[config.mk]
export PLATFORM = sky130hd
export DESIGN_NAME = branch_predictor_bht
export DESIGN_NICKNAME = d
export VERILOG_FILES = /design/src/rtl/branch_predictor_bht.sv
export SDC_FILE = /design/constraint.sdc
export NUM_CORES = 1
export LEC_CHECK = 0
export CELL_PAD_IN_SITES_DETAIL_PLACEMENT = 1
export CELL_PAD_IN_SITES_GLOBAL_PLACEMENT = 1
export CORE_ASPECT_RATIO = 1.4
export CORE_MARGIN = 8
export CORE_UTILIZATION = 39
export DETAILED_ROUTE_END_ITERATION = 10
export GPL_TIMING_DRIVEN = 0
export PLACE_DENSITY_LB_ADDON = 0.1
export SLEW_MARGIN = 40
export SYNTH_ARGS = -nofsm -noshare
export SYNTH_HDL_FRONTEND = slang
export SYNTH_SLANG_ARGS = --single-unit
[constraint.sdc]
create_clock -name clk -period 10.9 [get_ports clk]
set_input_delay 2.725 -clock clk [delete_from_list [all_inputs] [get_ports clk]]
set_output_delay 2.725 -clock clk [all_outputs]
set_load 0.05 [all_outputs]
[src/rtl/branch_predictor_bht.sv]
// Branch history table of saturating counters with optional gshare indexing,
// a non-speculative global history register and saturating perf counters.
module branch_predictor_bht #(
  parameter int ENTRIES = 16,
  parameter int CTR_W   = 2,
  parameter int GSHARE  = 0,
  parameter int HIST_W  = 4,
  parameter int PERF_W  = 32,
  localparam int IDX_W  = $clog2(ENTRIES)
) (
  input  logic              clk,
  input  logic              reset,
  input  logic              dec_branch,
  input  logic [31:0]       dec_pc,
  input  logic [31:0]       dec_offset,
  output logic              pred_taken,
  output logic [31:0]       pred_target,
  output logic [IDX_W-1:0]  pred_index,
  input  logic              upd_valid,
  input  logic [IDX_W-1:0]  upd_index,
  input  logic              upd_taken,
  input  logic              upd_predicted,
  output logic              mispredict,
  output logic [PERF_W-1:0] perf_lookups,
  output logic [PERF_W-1:0] perf_mispred
);

  localparam logic [CTR_W-1:0] CTR_MAX = {CTR_W{1'b1}};
  // Weakly-not-taken: MSB clear, all lower bits set (0 when CTR_W = 1).
  localparam logic [CTR_W-1:0] CTR_RST = CTR_W'((1 << (CTR_W - 1)) - 1);

  logic [CTR_W-1:0]  ctr_q [ENTRIES];
  logic [CTR_W-1:0]  ctr_d [ENTRIES];
  logic [HIST_W-1:0] ghr_q, ghr_d;
  logic [PERF_W-1:0] lookups_q, lookups_d;
  logic [PERF_W-1:0] mispred_q, mispred_d;
  logic [IDX_W-1:0]  base_idx;
  logic [IDX_W-1:0]  ghr_ext;

  // Lookup reads pre-edge table and history; updates land one edge later.
  always_comb begin
    base_idx = dec_pc[IDX_W+1:2];
    ghr_ext = '0;
    ghr_ext[HIST_W-1:0] = ghr_q;
    pred_index = (GSHARE != 0) ? (base_idx ^ ghr_ext) : base_idx;
    pred_taken = dec_branch & ctr_q[pred_index][CTR_W-1];
    pred_target = dec_pc + dec_offset;
    mispredict = upd_valid & (upd_taken != upd_predicted);
  end

  always_comb begin
    for (int i = 0; i < ENTRIES; i++) begin
      ctr_d[i] = ctr_q[i];
    end
    ghr_d = ghr_q;
    if (upd_valid) begin
      if (upd_taken && (ctr_q[upd_index] != CTR_MAX)) begin
        ctr_d[upd_index] = ctr_q[upd_index] + 1'b1;
      end else if (!upd_taken && (ctr_q[upd_index] != '0)) begin
        ctr_d[upd_index] = ctr_q[upd_index] - 1'b1;
      end
      ghr_d = HIST_W'({ghr_q, upd_taken});
    end

    lookups_d = lookups_q;
    if (dec_branch && (lookups_q != {PERF_W{1'b1}})) begin
      lookups_d = lookups_q + 1'b1;
    end
    mispred_d = mispred_q;
    if (mispredict && (mispred_q != {PERF_W{1'b1}})) begin
      mispred_d = mispred_q + 1'b1;
    end
  end

  always_ff @(posedge clk) begin
    if (reset) begin
      for (int i = 0; i < ENTRIES; i++) begin
        ctr_q[i] <= CTR_RST;
      end
      ghr_q     <= '0;
      lookups_q <= '0;
      mispred_q <= '0;
    end else begin
      for (int i = 0; i < ENTRIES; i++) begin
        ctr_q[i] <= ctr_d[i];
      end
      ghr_q     <= ghr_d;
      lookups_q <= lookups_d;
      mispred_q <= mispred_d;
    end
  end

  assign perf_lookups = lookups_q;
  assign perf_mispred = mispred_q;

endmodule

* Word level (Yosys, flattened, before mapping)
Memories as Yosys holds them, arrays and structs flattened.
Index checks and enable logic that the tools add are counted.
** Storage, ports and cells
- Memory bits (writable) :: 32
- Register bits after elaboration :: 64
- Input port bits :: 74
- Memories kept :: 1
** Memories
- ctr_q :: words 16, bits a word 2, read ports 18, clocked after memory_dff 0, write ports 16, RTL line 32 : logic [CTR_W-1:0] ctr_q [ENTRIES];
** Cells by class
- Equal/unequal tests :: 4
- Bitwise logic cells :: 19
- Muxes and demuxes :: 26
- $add $sub $neg :: 5
- Magnitude comparators :: 2
- Reductions and logical operators :: 7
** Operators with widths (count)
- two-way mux 32 bit :: 3
- adder 32 x 1 -> 32 bit (second input constant) :: 2
- bitwise mux 32 bit :: 2
- inequality test 32 bit (second input constant) :: 2
- two-way mux 2 bit :: 17
- adder 32 bit :: 1
- OR 1 bit :: 16
- demux 2 bit (select 4 bit) :: 1
- >= comparator 5 bit (second input constant) :: 1
- logical AND 1 bit :: 5
- less-than comparator 5 x 1 -> 1 bit (second input constant) :: 1
- NOT 4 -> 5 bit :: 1
- two-way mux 1 bit :: 3
- adder 2 x 1 -> 2 bit (second input constant) :: 1
- bitwise AND 1 bit :: 2
- inequality test 2 bit (second input constant) :: 1
- nonzero test 2 bit :: 1
- subtractor 2 x 1 -> 2 bit (second input constant) :: 1
- logical NOT 1 bit :: 1
- inequality test 1 bit :: 1

* Longest topological paths before layout
Gate-level depths: netlist of the first run.
- Depth after elaboration :: 10
- Depth in mapped cells :: 14
- Depth with buffers taken out :: 13

* Worst setup path before layout of the first run
Ideal clock, no wire load.
- Kind :: input -> output
- From :: input port dec_pc[0]
- To :: output port pred_target[28]
- Stages :: 9
- Data arrival time :: 5768 ps
- Path slack :: 2407 ps
- Data required time :: 8175 ps
- Cell sequence :: ha_1 -> fa_1 -> a21o_1 -> a221oi_4 -> a2111oi_2 -> a2111oi_4 -> o211ai_2 -> and4_1 -> nor3_1
** Between the ends
- Longest elaborated chain between the ends :: 1
** RTL lines
- start: declaration :: RTL line 14 : input logic [31:0] dec_pc,
- adder 32 bit :: RTL line 47 : pred_target = dec_pc + dec_offset;
- end: declaration :: RTL line 17 : output logic [31:0] pred_target,
No other way between the ends.

* Final worst setup path of the first run
- From :: input port dec_pc[2]
- To :: output port pred_target[26]
The elaborated chain is that of the path after synthesis.

==> results of run 1 <==
## cells by family after synthesis
kind of cell,after synthesis,synth area share (%)
XOR/XNOR,86,11.9
AND/OR/NAND/NOR,313,24.8
multiplexers,29,7.37
adder cells (fa/ha/maj),36,7.23
buffers and inverters,50,3.28
AO/OA/AOI/OAI,141,15.1
flip-flops,96,30.3
## routing by layer
layer | track usage, % | vias up
li1 | - | 3042
met1 | 20.9 | 3019
met2 | 38.9 | 157
met3 | 3.79 | 38
met4 | 7.51 | 0
met5 | 0 | -
## stage by stage
step,power [uW],cell area [um^2],hold slack [ns]
detailed placement,700,8290,0.467
CTS,1080,8640,0.485
global route,1120,8640,0.512
floorplan,583,6330,0.436
finish,1070,8640,0.482
global placement,695,8290,0.452
## path summary, 6_finish.rpt
kind	from	end	slack, ns	cells after the start
setup reg to reg	flop	ctr_q[3][1]	7.33	12
hold / removal	flop	flop	0.48	2
setup / recovery	dec_pc[2]	pred_target[26]	1.61	10
hold reg to reg	flop	flop	0.48	2
## power groups by stage
stage,Combinational (uW),Clock (uW),Sequential (uW)
floorplan,214,0,369
global placement,331,0,364
detailed placement,336,0,365
CTS,337,389,357
global route,355,403,357
finish,334,382,357
## layout make-up
class | instances | area [um^2]
flip-flops and latches | 96 | 1920
clock inverters | 6 | 133
well taps | 199 | 249
multi-input cells | 605 | 4210
plain buffers | 33 | 144
inverters | 17 | 63.8
clock buffers | 9 | 225
fillers | 1942 | 7390
repair buffers | 170 | 1700
## critical path: cells and delay by family
family                   cells  cell delay, ns
buffers and inverters        2            1.57
AO/OA/AOI/OAI                5            1.36
AND/OR/NAND/NOR              1            0.40
adder cells (fa/ha/maj)      1            0.36
XOR/XNOR                     1            0.15
## cell usage in the layout, fill, tap and decap left out, types with 7 or more instances in the layout
master | netlist | routed
ha_1 | 35 | 35
inv_1 | 16 | 16
nor2b_1 | 13 | 13
clkdlybuf4s50_1 | 0 | 170
clkbuf_1 | 25 | 25
nand2b_1 | 8 | 8
dfxtp_1 | 96 | 96
a21oi_1 | 43 | 43
xnor2_1 | 39 | 39
and4_1 | 12 | 12
nand2_1 | 67 | 67
o21ai_0 | 34 | 34
and3_1 | 10 | 10
a211oi_1 | 7 | 7
xor2_1 | 47 | 47
mux2i_1 | 14 | 14
mux4_2 | 14 | 14
nor3_1 | 12 | 12
nor2_1 | 105 | 105
or3_1 | 8 | 8
nand3_1 | 35 | 35
a211o_1 | 7 | 7
nand4_1 | 20 | 20
clkbuf_16 | 0 | 9
a21o_1 | 12 | 12
==> flow_summary.yaml, run 1 <==
synthesis:
  synth.area.top_cells: "dfxtp_1, ha_1, xor2_1"
  ys_types: 60
  yosysMostFrequentCell: "nor2_1"
  syn_inst: 751
  syn_avg_cell_area_um2: 8.44
  synth_largest_area_cell: "dfxtp_1"
  synth_edf_count: 0
  ys_warn_count: 0
  synth_nets: 861
  ys_seq_elements: 96
  netlist_area_um2: 6330
  synthFlopType: "dfxtp_1"
  synthArstFlopShare_pct: 0
  synth_top_area_share_pct: 30.3
  yosys-top-cells-count: "nor2_1, dfxtp_1, nand2_1"
  synth_seq_area_share_pct: 30.3
timing:
  tightest_slew_ns: 0.694
  maxSlewViolCount: 0
  slew_headroom_pct: 52.6
  tns_ns: 0
  finalHoldViolCount: 0
  fin_skew_ns: 0.00894
  fmax_ghz: 0.108
  setup_viol: 0
  layout_setup_ws_ns: 1.61
  period_minus_slack_ns: 9.29
  min_period_over_period_pct: 85.3
  rsz0062_at_grt: "no"
place:
  placed_cells: 1120
  place_ws_ns: 1.54
  dpl.hpwl_mm: 17.1
  io_buffer_count: 170
  place.gp.congestion: 0.848
detailed_routing:
  vias: 6256
  maxUsedRoutingLayer: "met4"
  route.met3.wl_mm: 1.21
  drc: 0
  wl_per_cell_um: 18.7
  finalWirelength_mm: 21.3
  drtIter0Drc: 256
  drtPass1Iterations: 4
  wl_met1_mm: 8.00
  antenna_left: 0
  met2_length_mm: 11.4
  vias_per_cell: 5.51
clock_network:
  cts_tree: "built"
  clkSlewWorstSetupHoldPaths_ns: 0.07
  cts_buffers: 9
  clockBufferDepth: 2
  cts-root-buf: "clkbuf_16"
  cts_setup_buffers: 0
  cts_resized: 0
  clk_latency_ns: 0.34
  cts_hold_buf: 0
  htreeDepth: 3
  clock_sinks: 96
hold_path:
  worstHoldPathType: "flop to flop"
grt:
  grt_pass1_vias: 6792
  grt_max_degree: 16
  grt_pass1_wl_mm: 34.2
  grt_antenna_before_repair: 0
  overflow: 0
  track_usage_pct: 20.4
status:
  status: "finished, final reports clean"
pwr:
  p_leak_uw: 0.00314
  swShare_pct: 32.5
  power_density_nw_per_um2: 124
  p_int_uw: 724
  p_comb_share_pct: 31.1
  clockPowerShare_pct: 35.6
  irDropWorstVdd_mv: 0.0770
  switchingPower_uw: 349
  seqPwrFrac_pct: 33.2
critical_path:
  path_max_fanout: 6
  critical_path_class: "input pin to output port"
  cpMostUsedCell: "clkdlybuf4s50_1"
  path_cells: "clkdlybuf4s50_1, ha_1, a21o_1, a221oi_4, a2111oi_0, nor3b_2, a31oi_1, a211oi_1, xnor2_1, clkdlybuf4s50_1"
  slowest_stage: "clkdlybuf4s50_1"
  critPathRequiredTime_ns: 8.18
  critPathLaunchType: "input pin"
  max_stage_delay_ns: 0.82
  end_kind: "output port"
  arrival_ns: 6.57
floorplan:
  initial_utilization_pct: 39.5
  core_um2: 16000
  die_x_um: 124
  row_count: 55
  ios: 176
  die_y_um: 167
  fp.dieArea_um2: 20600
final_layout:
  diodes: 0
  final_core_util_pct: 53.9
  fin_nets: 1042
  area_growth_pct: 36.4
  drive_gt1_share_pct: 6.09
  fin_cells: 1135
run:
  max_cap_viol_count: 0
Power figures use the tool's default switching activity.
==> run 2: changes to the inputs <==
--- a/config.mk
+++ b/config.mk
@@ -9,9 +9,11 @@
 export CELL_PAD_IN_SITES_GLOBAL_PLACEMENT = 1
 export CORE_ASPECT_RATIO = 1.4
 export CORE_MARGIN = 8
-export CORE_UTILIZATION = 39
+export CORE_UTILIZATION = 40
+export CTS_BUF_LIST = sky130_fd_sc_hd__clkbuf_8
 export DETAILED_ROUTE_END_ITERATION = 10
 export GPL_TIMING_DRIVEN = 0
+export HOLD_SLACK_MARGIN = 0.05
 export PLACE_DENSITY_LB_ADDON = 0.1
 export SLEW_MARGIN = 40
 export SYNTH_ARGS = -nofsm -noshare
==> flow_summary.yaml, run 2 (synthesized netlist as in run 1, its figures left out) <==
place:
  dpl.hpwl_mm: 16.8
  place_ws_ns: 1.65
  place.gp.congestion: 0.812
  io_buffer_count: 170
  placed_cells: 1117
grt:
  grt_antenna_before_repair: 0
  grt_pass1_wl_mm: 33.4
  grt_max_degree: 16
  track_usage_pct: 20.3
  overflow: 0
  grt_pass1_vias: 6736
floorplan:
  die_y_um: 165
  die_x_um: 122
  row_count: 54
  core_um2: 15500
  fp.dieArea_um2: 20200
  initial_utilization_pct: 40.8
  ios: 176
critical_path:
  path_max_fanout: 6
  critical_path_class: "input pin to output port"
  arrival_ns: 6.52
  max_stage_delay_ns: 0.82
  critPathLaunchType: "input pin"
  reg2reg_depth: 12
  slowest_stage: "clkdlybuf4s50_1"
  worstReg2RegEnd: "ctr_q[1][1]"
  crit_family: "buffers and inverters"
  r2r_slack_ns: 7.20
  cpMostUsedCell: "clkdlybuf4s50_1"
  path_cells: "clkdlybuf4s50_1, ha_1, a21o_1, a221oi_4, a2111oi_0, nor3b_2, a31oi_1, a211oi_1, xnor2_1, clkdlybuf4s50_1"
  cp_num_buf_inv: 2
  critPathRequiredTime_ns: 8.18
  end_kind: "output port"
timing:
  min_period_over_period_pct: 84.9
  finalHoldViolCount: 0
  fmax_ghz: 0.108
  slew_headroom_pct: 48.2
  maxSlewViolCount: 0
  setup_viol: 0
  tns_ns: 0
  rsz0062_at_grt: "no"
  fin_skew_ns: 0.0116
  tightest_slew_ns: 0.771
  layout_setup_ws_ns: 1.65
  period_minus_slack_ns: 9.25
  whs_ns: 0.489
clock_network:
  clockBufferDepth: 2
  clock_sinks: 96
  clkSlewWorstSetupHoldPaths_ns: 0.08
  cts_setup_buffers: 0
  cts_tree: "built"
  clk_latency_ns: 0.37
  cts-root-buf: "clkbuf_8"
  cts_hold_buf: 0
  htreeDepth: 3
  cts_resized: 0
  cts_buffers: 9
detailed_routing:
  drc: 0
  drtPass1Iterations: 4
  drtIter0Drc: 202
  finalWirelength_mm: 20.7
  antenna_left: 0
  vias_per_cell: 5.44
  wl_per_cell_um: 18.2
  vias: 6168
final_layout:
  diodes: 0
  final_core_util_pct: 54.8
  layout_commonest_cell: "clkdlybuf4s50_1"
  drive_gt1_share_pct: 6.08
  area_growth_pct: 34.4
  layout_common_cells: "clkdlybuf4s50_1, nor2_1, dfxtp_1, nand2_1, xor2_1"
  fin_nets: 1042
  fin_cells: 1133
pwr:
  p_leak_uw: 0.00309
  irDropWorstVdd_mv: 0.0696
  power_density_nw_per_um2: 114
hold_path:
  holdPathStages: 2
  worstHoldPathType: "flop to flop"
run:
  max_cap_viol_count: 0
status:
  status: "finished, final reports clean"
==> run 2: changes by cell type in the layout (fill, tap and decap cells not counted) <==
cell       change
bufinv_16      -1
clkbuf_16      -9
clkbuf_8       +9
clkinv_2       +1
inv_1          +1
==> run 2: final cells by class <==
type	count	area, um^2
plain buffers	33	144
clock buffers	9	124
clock inverters	7	111
fillers	1871	7020
inverters	17	63.8
multi-input cells	605	4210
flip-flops and latches	96	1920
well taps	196	245
repair buffers	170	1700
==> run 2: per-stage QoR <==
| step | cell area, um^2 | power, uW |
|---|---|---|
| floorplan | 6330 | 583 |
| global placement | 8280 | 694 |
| detailed placement | 8280 | 700 |
| CTS | 8520 | 975 |
| global route | 8520 | 1010 |
| finish | 8520 | 967 |
==> run 2: worst max path at each step <==
stage / startpoint / endpoint / slack (ns) / depth (start not counted)
floorplan: dec_pc[0] / pred_target[28] / 2.41 / 9
global route: dec_pc[2] / pred_target[26] / 1.49 / 10
CTS: dec_pc[2] / pred_target[26] / 1.63 / 10
finish: dec_pc[2] / pred_target[26] / 1.65 / 10
global placement: dec_pc[2] / pred_target[26] / 1.66 / 10
detailed placement: dec_pc[2] / pred_target[26] / 1.65 / 10
==> run 2: tightest hold or removal path, delay by kind of cell, from the launching register on <==
| kind | cells | cell delay (ns) |
|---|---|---|
| DFF | 1 | 0.34 |
| muxes | 1 | 0.07 |
| and+or+nand+nor | 1 | 0.06 |
==> run 2: report_power, final <==
group          internal [uW]  switching, uW
clock network            151            126
logic                    124            210
registers                354           2.86
total                    629            338
==> run 2: metal layers <==
metal / routed length (um) / GRT usage, % / vias up
li1: - / - / 3043
met1: 8180 / 21.1 / 2944
met2: 11100 / 39.3 / 152
met3: 1020 / 4.21 / 29
met4: 380 / 6.61 / 0
met5: 0 / 0 / -
